$ cat src/rtl/alu_rr_sequencer_pkg.sv
`default_nettype none
// ============================================================================
//  Module      : alu_pkg
//  Description : Shared definitions for the round-robin ALU sequencer:
//                opcode encodings, sequencer FSM states, default width and
//                a small opcode-class helper.
//  Revision    : 1.0 - initial release
// ============================================================================
package alu_pkg;

    localparam int DEFAULT_DATA_W = 9;

    localparam logic [2:0] ALU_ADD = 3'b000;
    localparam logic [2:0] ALU_SUB = 3'b001;
    localparam logic [2:0] ALU_AND = 3'b010;
    localparam logic [2:0] ALU_OR  = 3'b011;
    localparam logic [2:0] ALU_XOR = 3'b100;
    localparam logic [2:0] ALU_SHL = 3'b101;
    localparam logic [2:0] ALU_SHR = 3'b110;
    localparam logic [2:0] ALU_NOT = 3'b111;

    typedef enum logic [1:0] {
        IDLE = 2'd0,
        EXEC = 2'd1,
        RESP = 2'd2
    } state_t;

    // Shifts are the only ops that take more than one ALU step.
    function automatic logic is_shift(input logic [2:0] op);
        return (op == ALU_SHL) || (op == ALU_SHR);
    endfunction

endpackage
`default_nettype wire

$ cat src/rtl/alu_rr_sequencer_if.sv
`default_nettype none
// ============================================================================
//  Module      : alu_rr_sequencer_if
//  Description : Request/response bundle between NREQ requesters and the
//                ALU sequencer.
//                master : requester/consumer side (drives req_*, rsp_ready)
//                slave  : sequencer side (drives req_ready, rsp_*)
//                Requester i occupies slice [i*W +: W] of each packed field.
//                With ALU_FLAGS_EN defined, rsp_zero and rsp_carry are added.
//  Revision    : 1.0 - initial release
// ============================================================================
interface alu_rr_sequencer_if
    import alu_pkg::*;
#(
    parameter int DATA_W  = DEFAULT_DATA_W,
    parameter int NREQ    = 2,
    parameter int SHAMT_W = 4,
    parameter int ID_W    = 1
);
    logic [NREQ-1:0]         req_valid;
    logic [NREQ-1:0]         req_ready;
    logic [NREQ*DATA_W-1:0]  req_a;
    logic [NREQ*DATA_W-1:0]  req_b;
    logic [NREQ*3-1:0]       req_op;
    logic [NREQ*SHAMT_W-1:0] req_shamt;
    logic                    rsp_valid;
    logic                    rsp_ready;
    logic [ID_W-1:0]         rsp_id;
    logic [DATA_W-1:0]       rsp_result;
`ifdef ALU_FLAGS_EN
    logic                    rsp_zero;
    logic                    rsp_carry;
`endif

    modport master (
        output req_valid, req_a, req_b, req_op, req_shamt, rsp_ready,
        input  req_ready, rsp_valid, rsp_id, rsp_result
`ifdef ALU_FLAGS_EN
        , input rsp_zero, rsp_carry
`endif
    );

    modport slave (
        input  req_valid, req_a, req_b, req_op, req_shamt, rsp_ready,
        output req_ready, rsp_valid, rsp_id, rsp_result
`ifdef ALU_FLAGS_EN
        , output rsp_zero, rsp_carry
`endif
    );

endinterface
`default_nettype wire

$ cat src/rtl/alu_rr_sequencer_alu_step.sv
`default_nettype none
// ============================================================================
//  Module      : alu_step
//  Description : Combinational single-step ALU. Shifts move by exactly one
//                bit; multi-bit shifts are sequenced by the caller.
//  Ports       : a, b    - operands (DATA_W)
//                op      - opcode (3)
//                result  - step result (DATA_W)
//                carry   - carry / not-borrow / shifted-out bit
//                          (present only with ALU_FLAGS_EN)
//  Revision    : 1.0 - initial release
// ============================================================================
module alu_step
    import alu_pkg::*;
#(
    parameter int DATA_W = DEFAULT_DATA_W
) (
    input  wire logic [DATA_W-1:0] a,
    input  wire logic [DATA_W-1:0] b,
    input  wire logic [2:0]        op,
    output logic      [DATA_W-1:0] result
`ifdef ALU_FLAGS_EN
    ,
    output logic                   carry
`endif
);

    // The extra top bit carries the flag when flags are built in; without
    // flags it is simply not generated, so no dead logic remains.
`ifdef ALU_FLAGS_EN
    localparam int FW = DATA_W + 1;
`else
    localparam int FW = DATA_W;
`endif

    logic [FW-1:0] w_full;

    always_comb begin
        w_full = '0;
        case (op)
            ALU_ADD: w_full = FW'(a) + FW'(b);
            ALU_SUB: w_full = FW'(a) + FW'(~b) + FW'(1);
            ALU_AND: w_full = FW'(a & b);
            ALU_OR:  w_full = FW'(a | b);
            ALU_XOR: w_full = FW'(a ^ b);
            // Bit shifted out lands in the top (carry) position.
            ALU_SHL: w_full = FW'({a, 1'b0});
            ALU_SHR: w_full = FW'({a[0], 1'b0, a[DATA_W-1:1]});
            ALU_NOT: w_full = FW'(~a);
        endcase
    end

    assign result = w_full[DATA_W-1:0];
`ifdef ALU_FLAGS_EN
    assign carry  = w_full[FW-1];
`endif

endmodule
`default_nettype wire

$ cat src/rtl/alu_rr_sequencer.sv
`default_nettype none
// ============================================================================
//  Module      : alu_rr_sequencer
//  Description : Shares one ALU step datapath among NREQ requesters with
//                round-robin arbitration. Multi-bit shifts run as repeated
//                1-bit steps. Each result returns on a single response
//                channel tagged with the requester index.
//                Optional macro ALU_FLAGS_EN adds rsp_zero / rsp_carry.
//  Ports       : clk   - clock, rising edge
//                rst_n - asynchronous active-low reset
//                bus   - alu_rr_sequencer_if.slave (requests + response)
//                busy  - high whenever the FSM is not IDLE
//  Revision    : 1.0 - initial release
// ============================================================================
module alu_rr_sequencer
    import alu_pkg::*;
#(
    parameter int DATA_W  = DEFAULT_DATA_W,
    parameter int NREQ    = 2,
    parameter int SHAMT_W = 4,
    parameter int ID_W    = 1
) (
    input  wire logic         clk,
    input  wire logic         rst_n,
    alu_rr_sequencer_if.slave bus,
    output logic              busy
);

    state_t              r_state;
    logic [ID_W-1:0]     r_last;
    logic [ID_W-1:0]     r_id;
    logic [DATA_W-1:0]   r_acc;
    logic [DATA_W-1:0]   r_b;
    logic [2:0]          r_op;
    logic [SHAMT_W-1:0]  r_cnt;
    logic                r_hold;
    logic                r_busy;
    logic                r_rsp_valid;
    logic [ID_W-1:0]     r_rsp_id;
    logic [DATA_W-1:0]   r_rsp_result;
`ifdef ALU_FLAGS_EN
    logic                r_rsp_zero;
    logic                r_rsp_carry;
    logic                w_step_carry;
    logic                w_next_carry;
`endif

    logic                w_gnt_valid;
    logic [ID_W-1:0]     w_gnt_idx;
    logic [NREQ-1:0]     w_ready;
    logic [DATA_W-1:0]   w_sel_a;
    logic [DATA_W-1:0]   w_sel_b;
    logic [2:0]          w_sel_op;
    logic [SHAMT_W-1:0]  w_sel_shamt;
    logic                w_sel_shift;
    logic [DATA_W-1:0]   w_step_res;
    logic [DATA_W-1:0]   w_next_acc;

    // ------------------------------------------------------------------
    // Round-robin search: first valid requester after the last one served.
    // ------------------------------------------------------------------
    always_comb begin
        int v_j;
        v_j         = 0;
        w_gnt_valid = 1'b0;
        w_gnt_idx   = '0;
        for (int i = 1; i <= NREQ; i++) begin
            v_j = int'(r_last) + i;
            if (v_j >= NREQ) begin
                v_j = v_j - NREQ;
            end
            if (!w_gnt_valid && bus.req_valid[v_j]) begin
                w_gnt_valid = 1'b1;
                w_gnt_idx   = ID_W'(v_j);
            end
        end
    end

    // Ready only in IDLE and never while reset is asserted (the FSM sits in
    // IDLE during reset, so the reset term must gate it explicitly).
    always_comb begin
        w_ready = '0;
        for (int i = 0; i < NREQ; i++) begin
            w_ready[i] = rst_n && (r_state == IDLE) && w_gnt_valid &&
                         (w_gnt_idx == ID_W'(i));
        end
    end

    assign w_sel_a     = bus.req_a[int'(w_gnt_idx)*DATA_W +: DATA_W];
    assign w_sel_b     = bus.req_b[int'(w_gnt_idx)*DATA_W +: DATA_W];
    assign w_sel_op    = bus.req_op[int'(w_gnt_idx)*3 +: 3];
    assign w_sel_shamt = bus.req_shamt[int'(w_gnt_idx)*SHAMT_W +: SHAMT_W];
    assign w_sel_shift = is_shift(w_sel_op);

    // ------------------------------------------------------------------
    // Single ALU step. The accumulator starts at operand A, so one step
    // of a non-shift op yields op(a, b) and shifts iterate on acc.
    // ------------------------------------------------------------------
    alu_step #(
        .DATA_W (DATA_W)
    ) u_alu_step (
        .a      (r_acc),
        .b      (r_b),
        .op     (r_op),
        .result (w_step_res)
`ifdef ALU_FLAGS_EN
        ,
        .carry  (w_step_carry)
`endif
    );

    // A zero-amount shift spends its single EXEC cycle holding acc.
    assign w_next_acc   = r_hold ? r_acc : w_step_res;
`ifdef ALU_FLAGS_EN
    assign w_next_carry = r_hold ? 1'b0 : w_step_carry;
`endif

    // ------------------------------------------------------------------
    // Sequencer FSM with registered outputs.
    // ------------------------------------------------------------------
    always_ff @(posedge clk or negedge rst_n) begin
        if (!rst_n) begin
            r_state      <= IDLE;
            r_last       <= ID_W'(NREQ - 1);
            r_id         <= '0;
            r_acc        <= '0;
            r_b          <= '0;
            r_op         <= ALU_ADD;
            r_cnt        <= '0;
            r_hold       <= 1'b0;
            r_busy       <= 1'b0;
            r_rsp_valid  <= 1'b0;
            r_rsp_id     <= '0;
            r_rsp_result <= '0;
`ifdef ALU_FLAGS_EN
            r_rsp_zero   <= 1'b0;
            r_rsp_carry  <= 1'b0;
`endif
        end else begin
            case (r_state)
                IDLE: begin
                    if (w_gnt_valid) begin
                        r_acc   <= w_sel_a;
                        r_b     <= w_sel_b;
                        r_op    <= w_sel_op;
                        r_id    <= w_gnt_idx;
                        r_last  <= w_gnt_idx;
                        r_hold  <= w_sel_shift && (w_sel_shamt == '0);
                        r_cnt   <= (w_sel_shift && (w_sel_shamt != '0)) ?
                                   w_sel_shamt : SHAMT_W'(1);
                        r_busy  <= 1'b1;
                        r_state <= EXEC;
                    end
                end
                EXEC: begin
                    r_acc <= w_next_acc;
                    r_cnt <= r_cnt - SHAMT_W'(1);
                    if (r_cnt == SHAMT_W'(1)) begin
                        r_rsp_valid  <= 1'b1;
                        r_rsp_id     <= r_id;
                        r_rsp_result <= w_next_acc;
`ifdef ALU_FLAGS_EN
                        r_rsp_zero   <= (w_next_acc == '0);
                        r_rsp_carry  <= w_next_carry;
`endif
                        r_state      <= RESP;
                    end
                end
                RESP: begin
                    if (bus.rsp_ready) begin
                        r_rsp_valid <= 1'b0;
                        r_busy      <= 1'b0;
                        r_state     <= IDLE;
                    end
                end
                default: begin
                    r_state <= IDLE;
                end
            endcase
        end
    end

    assign bus.req_ready  = w_ready;
    assign bus.rsp_valid  = r_rsp_valid;
    assign bus.rsp_id     = r_rsp_id;
    assign bus.rsp_result = r_rsp_result;
`ifdef ALU_FLAGS_EN
    assign bus.rsp_zero   = r_rsp_zero;
    assign bus.rsp_carry  = r_rsp_carry;
`endif
    assign busy           = r_busy;

endmodule
`default_nettype wire

$ cat src/flat_wrapper.sv
// flat-port wrapper written by rule: the top's interface ports become plain ports
module alu_rr_sequencer_flat import alu_pkg::*;
#(
    parameter int DATA_W  = DEFAULT_DATA_W,
    parameter int NREQ    = 2,
    parameter int SHAMT_W = 4,
    parameter int ID_W    = 1
)
  (clk, rst_n, busy, bus_req_valid, bus_req_a, bus_req_b, bus_req_op, bus_req_shamt, bus_rsp_ready, bus_req_ready, bus_rsp_valid, bus_rsp_id, bus_rsp_result);
  alu_rr_sequencer_if #(.DATA_W(DATA_W), .NREQ(NREQ), .SHAMT_W(SHAMT_W), .ID_W(ID_W)) bus_i ();
  input  wire logic clk;
  input  wire logic rst_n;
  output logic busy;
  input wire logic [$bits(bus_i.req_valid)-1:0] bus_req_valid;
  input wire logic [$bits(bus_i.req_a)-1:0] bus_req_a;
  input wire logic [$bits(bus_i.req_b)-1:0] bus_req_b;
  input wire logic [$bits(bus_i.req_op)-1:0] bus_req_op;
  input wire logic [$bits(bus_i.req_shamt)-1:0] bus_req_shamt;
  input wire logic [$bits(bus_i.rsp_ready)-1:0] bus_rsp_ready;
  output wire logic [$bits(bus_i.req_ready)-1:0] bus_req_ready;
  output wire logic [$bits(bus_i.rsp_valid)-1:0] bus_rsp_valid;
  output wire logic [$bits(bus_i.rsp_id)-1:0] bus_rsp_id;
  output wire logic [$bits(bus_i.rsp_result)-1:0] bus_rsp_result;
  assign bus_i.req_valid = bus_req_valid;
  assign bus_i.req_a = bus_req_a;
  assign bus_i.req_b = bus_req_b;
  assign bus_i.req_op = bus_req_op;
  assign bus_i.req_shamt = bus_req_shamt;
  assign bus_i.rsp_ready = bus_rsp_ready;
  assign bus_req_ready = bus_i.req_ready;
  assign bus_rsp_valid = bus_i.rsp_valid;
  assign bus_rsp_id = bus_i.rsp_id;
  assign bus_rsp_result = bus_i.rsp_result;
  alu_rr_sequencer #(.DATA_W(DATA_W), .NREQ(NREQ), .SHAMT_W(SHAMT_W), .ID_W(ID_W)) u_core (.clk(clk), .rst_n(rst_n), .bus(bus_i), .busy(busy));
endmodule
$ cat config.mk
export PLATFORM = sky130hd
export DESIGN_NAME = alu_rr_sequencer_flat
export DESIGN_NICKNAME = d
export VERILOG_FILES = /design/src/rtl/alu_rr_sequencer_pkg.sv /design/src/rtl/alu_rr_sequencer_if.sv /design/src/rtl/alu_rr_sequencer_alu_step.sv /design/src/rtl/alu_rr_sequencer.sv /design/src/flat_wrapper.sv
export SDC_FILE = /design/constraint.sdc
export NUM_CORES = 1
export LEC_CHECK = 0
export BUFFER_PORTS_ARGS = -buffer_cell sky130_fd_sc_hd__buf_2
export CAP_MARGIN = 30
export CORE_UTILIZATION = 45
export CTS_BUF_LIST = sky130_fd_sc_hd__clkbuf_2
export CTS_CLUSTER_SIZE = 20
export DETAILED_ROUTE_END_ITERATION = 16
export PLACE_DENSITY = 0.69
export SETUP_SLACK_MARGIN = 0.2
export SLEW_MARGIN = 10
export SYNTH_ARGS = -nofsm -noshare
export SYNTH_HDL_FRONTEND = slang
export SYNTH_SLANG_ARGS = --single-unit
$ cat constraint.sdc
create_clock -name clk -period 3.45 [get_ports clk]
set_clock_uncertainty 0.15 [all_clocks]
set_input_delay 0.1725 -clock clk [delete_from_list [all_inputs] [get_ports clk]]
set_output_delay 0.1725 -clock clk [all_outputs]
set_load 0.05 [all_outputs]
# [After elaboration in Yosys (flattened, before gate mapping)]
# Index checks and enable logic that the tools add are counted.
[word_totals] input_bits=55 elab_cells=101 output_inout_bits=14 regBits=42
[classes] mul=2 n_mux=28 bitwise_logic=6 eq_ne=15 n_lt_le_gt_ge=4 addsub=8 n_shift=4 n_reduce_logical=22
[ops] cell="9-bit one-hot mux with 8 select lines" count=1
[ops] cell="32-bit by 3-bit >= comparator with 1-bit output, second input constant" count=2
[ops] cell="32-bit by 3-bit < comparator with 1-bit output, second input constant" count=2
[ops] cell="32-bit two-way mux" count=2
[ops] cell="18-bit by 32-bit indexed part select with 9-bit output" count=2
[ops] cell="32-bit by 3-bit subtractor with 32-bit output, second input constant" count=2
[ops] cell="6-bit by 32-bit indexed part select with 3-bit output" count=1
[ops] cell="9-bit adder" count=2
[ops] cell="3-bit equality test, second input constant" count=6
[ops] cell="9-bit two-way mux" count=2
[ops] cell="9-bit NOT" count=2
[ops] cell="9-bit one-hot mux with 2 select lines" count=1
[ops] cell="1-bit two-way mux" count=13
[ops] cell="9-bit by 1-bit adder with 9-bit output, second input constant" count=1
[ops] cell="9-bit AND" count=1
[ops] cell="9-bit bitwise OR" count=1
[ops] cell="3-bit AND reduction" count=3
[ops] cell="9-bit XOR" count=1
[ops] cell="4-bit two-way mux" count=2
[ops] cell="4-bit one-hot mux with 2 select lines" count=1
[ops] cell="8-bit by 4-bit indexed part select with 4-bit output" count=1
[ops] cell="1-bit logical AND" count=7
[ops] cell="3-bit by 2-bit equality test with 1-bit output, second input constant" count=2
[ops] cell="2-bit two-way mux" count=3
[ops] cell="22 further kinds" count=28

# [Depth between registers and ports, before layout]
[logic_depth] word_depth=18 ltp_mapped=11

# [By module]
# Synthesis repeated with hierarchy kept, for this count alone.
[unflattened] cells_unflattened=447 hier_area_um2=3642.2
[modules_own_cells] mod="alu_rr_sequencer" n_inst=1 area_each_um2=2132.0 cells_each=230 seq_area_each_um2=1052.3
[modules_own_cells] mod="alu_step" n_inst=1 area_each_um2=1510.2 cells_each=217 seq_area_each_um2=0.0

# [Worst setup path after synthesis]
# Ideal clock, no wire load.
[synth_timing] path_kind="register to register" start="reg u_core.r_acc[0]" end="reg u_core.r_acc[4]" stages_incl_launch_ff=12 setup_slack_ps=828 required_ps=3174 period_less_slack_ps=2622 arrival_time_ps=2346 cell_sequence="dfrtp_1 -> inv_1 -> ha_1 -> inv_1 -> fa_1 -> nand2b_1 -> a21oi_1 -> o211ai_1 -> o311ai_0 -> a2111oi_1 -> nor2_1 -> a221o_1"
[synth_between] elab_chain_len=5 word_cells_on_any_way=6
[synth_rtl] item="start, declared" line="alu_rr_sequencer.sv:32" text="logic [DATA_W-1:0] r_acc;"
[synth_rtl] item="start signal, assigned" line="alu_rr_sequencer.sv:143" text="r_acc <= w_sel_a;"
[synth_rtl] item="start signal, assigned" line="alu_rr_sequencer.sv:156" text="r_acc <= w_next_acc;"
[synth_rtl] item="9-bit adder" line="alu_rr_sequencer_alu_step.sv:42" text="ALU_SUB: w_full = FW'(a) + FW'(~b) + FW'(1);"
[synth_rtl] item="9-bit by 1-bit adder with 9-bit output" line="alu_rr_sequencer_alu_step.sv:42"
[synth_rtl] item="9-bit one-hot mux with 8 select lines (*)" line="alu_rr_sequencer_alu_step.sv:40" text="case (op)"
[synth_rtl] item="9-bit two-way mux (*)" line="alu_rr_sequencer.sv:113" text="assign w_next_acc = r_hold ? r_acc : w_step_res;"
[synth_rtl] item="9-bit one-hot mux with 2 select lines (*)" line="alu_rr_sequencer.sv:140" text="case (r_state)"
# Mark *: on every way between the ends. The rest lies on a longest branch, timed or not.
# A chain may end at the register's enable or synchronous reset.

# [Worst setup path after layout]
[layout_timing] start="reg u_core.r_acc[5]" end="reg u_core.r_acc[8]"
# Same word-level chain as after synthesis.

==> metrics.md <==
| Metric | Value |
|---|---|
| Cell leakage power | 2.12 nW |
| Area Overhead vs Synth | 25.0% |
| XOR/XNOR share of the synthesized area | 0.0224 |
| Overflow after GRT | 0 |
| Pwr dens | 1070 nW/um^2 |
| DRC violations left | 0 |
| Post-route ant nets | 0 |
| I/O pin cnt | 69 |
| # fillers | 655 |
| Final Hold Fails | 0 |
| GPL Wtd Cong | 0.923 |
| Initial Utilization | 0.475 |
| Post-Synth Simple-Gate Area | 0.212 |
| CP Launch Type | register |
| Vias in the first global route | 3526 |
| Final Power | 0.00472 W |
| Compound-gate portion of the synthesized area | 0.248 |
| Netlist cell types | 60 |
| First-pass GRT wire length | 16800 um |
| Worst EP required | 3.62 ns |
| Final period util | 0.852 |
| Most frequent cells in the layout | 90 x nand2_1, 68 x buf_2, 41 x dfrtp_1 |
| Setup Viol. Count Final | 0 |
| Top FF cell, synth | dfrtp_1 |
| Maximum clock path buffer count | 2 |
| Chip Width | 90.5 um |
| Drt total wl | 10100 um |
| Placed cell area | 3930 um^2 |
| Sinks on the clock net | 42 |
| Reg area | 1050 um^2 |
| Post-DR wirelength/cell | 15.7 um |
| Largest family of logic cells by synthesized area | compound AO/OA/AOI/OAI gates |
| Layout cells sized above 1 | 0.184 |
| RSZ-0062 raised after global routing | no |
| Commonest non-fill, non-tap cell in the layout | nand2_1 |
| Max Clock Freq | 340 MHz |
| Seq/Total Area, Yosys | 0.299 |
| Reg-to-reg startpoint | u_core.r_acc[5] |
| Post-CTS Setup Inserts | 0 |
| Mapped Cells | 451 |
| Area of the mapped netlist | 3520 um^2 |
| Buffers added on ports | 68 |
| Crit path arrival time | 3.11 ns |
| CTS-repair resized insts | 0 |
| Die ar. | 8180 um^2 |
| Final cell count without fillers | 647 |
| Total GRT Usage | 0.255 |
| Slew Viols, Final | 0 |
| DP HPWL | 7520 um |
| FFs w/ async S/R, synth | 1.00 |
| 1st-pass router iterations | 6 |
| Yosys Warn Count | 0 |
| H-tree depth | 2 |
| CP startpoint | u_core.r_acc[5] |
| Placed Cells | 599 |
| Initial antenna violation count | 0 |
| R2R cell count | 9 |
| Clock transition at path regs | 0.22 ns |
| Register bit total from synthesis | 42 |
| Worst-path fanout max | 13 |
| Largest net degree at the start of global routing | 29 |
| Setup TNS | 0 ns |
| Initial DRC Count | 265 |
| Mux contribution to synthesized area | 0.0391 |
| Total CTS buffers | 5 |
| Finished Cell Area | 4400 um^2 |
| Worst hold-check path type | input pin to async pin |
| Final WS setup | 0.509 ns |
| Antenna Cells | 0 |
| Vias post-DR | 3733 |
| Slew headroom | 0.528 |
| Hold Buf Count CTS | 39 |
| Root buffer cell | clkbuf_2 |
| CTS tree | done |
| Peak VDD IR | 0.000421 V |
| Pre-CTS WS | 0.553 ns |
| Post-synth EDFFs | 0 |
| Final worst path period need | 2.94 ns |
| Outcome | finished, final reports clean |
| Post-synthesis adder-cell area fraction | 0.111 |
| Avg Cell Area, Syn | 7.81 um^2 |
| CP endpoint kind | register |
| Area of the core | 7410 um^2 |
| Routed vias/inst | 5.77 |
| Setup Crit Path Kind | register to register |
| Final net count | 632 |
| Row count | 31 |
| Clk_lat worst skew | 0.41 ns |
| Die Ht | 90.5 um |
| Net Count, Synth | 536 |
| Worst-margin pin slew | 0.708 ns |
| Multi-input logic area | 2230 um^2 |
| Max Cap Viol | 0 |
sequential cells by signal, indices dropped and copies added (netlist names), 2 cells and up:
| name | cells |
|---|---|
| u_core.bus.rsp_result | 9 |
| u_core.r_acc | 9 |
| u_core.r_b | 9 |
| u_core.r_cnt | 4 |
| u_core.r_op | 3 |
| u_core.r_state | 2 |
metrics by stage:
stage | hold slack (ns) | util
2_1_floorplan | -0.273 | -
3_3_place_gp | -0.0387 | 0.531
3_5_place_dp | -0.0328 | 0.531
4_1_cts | 0.00734 | 0.592
5_1_grt | 0.0110 | 0.594
6_report | 0.0194 | 0.594
logic make-up after synthesis:
family,Yosys count
buf+inv,60
compound gates,131
simple gates,168
mux,11
xor+xnor,9
flops,42
fa+ha+maj,30
cell usage after synthesis (all sizes together), types with 5 or more instances:
cell,instances,area share
nand2,90,0.096
dfrtp,41,0.29
inv,32,0.034
nor2,31,0.033
a21oi,29,0.041
ha,28,0.10
o21ai,26,0.037
a31oi,17,0.030
clkbuf,17,0.018
nand3,13,0.018
buf,11,0.016
o211ai,10,0.021
mux2i,7,0.020
nand2b,7,0.012
a21o,5,0.011
a221o,5,0.014
o22ai,5,0.0089
o31ai,5,0.012
xnor2,5,0.012
power breakdown:
| part | total, W | leakage, nW | switching, W | internal, W |
|---|---|---|---|---|
| Combinational | 0.00333 | 1.59 | 0.00192 | 0.00141 |
| Sequential | 0.00110 | 0.492 | 0.000358 | 0.000737 |
| Clock | 0.000295 | 0.0432 | 0.000166 | 0.000129 |
layer usage:
metal | vias up | track usage | routed length, um
li1 | 1789 | - | -
met1 | 1741 | 0.341 | 4390
met2 | 186 | 0.432 | 4870
met3 | 17 | 0.0328 | 708
met4 | 0 | 0.0739 | 176
met5 | - | 0 | 0
critical path, stage by stage (launching register included):
cell	delay [ns]
dfrtp_1	0.59
inv_1	0.08
ha_1	0.44
or3_1	0.44
a21o_1	0.18
a211oi_1	0.28
o21ai_0	0.14
a21oi_1	0.17
o22ai_1	0.13
o31ai_1	0.25
path summary, 6_finish.rpt:
| check | endpoint | slack (ns) |
|---|---|---|
| hold reg to reg | u_core.bus.rsp_id | 0.36 |
| setup reg to reg | u_core.r_acc[8] | 0.51 |
| setup / recovery | u_core.r_acc[8] | 0.51 |
| min in group clk | u_core.r_hold | 0.02 |
| max in group asynchronous | u_core.r_b[3] | 2.41 |
| hold / removal | u_core.bus.rsp_result[7] | 0.02 |
cell type report:
class / count / share of cell area
Clock inverter: 1 / 0.00682
Multi-Input combinational cell: 349 / 0.506
Inverter: 32 / 0.0273
Clock buffer: 7 / 0.00796
Sequential cell: 42 / 0.239
Timing Repair Buffer: 117 / 0.185
Tap cell: 99 / 0.0281
No activity file was read; power rests on OpenSTA's default activity.
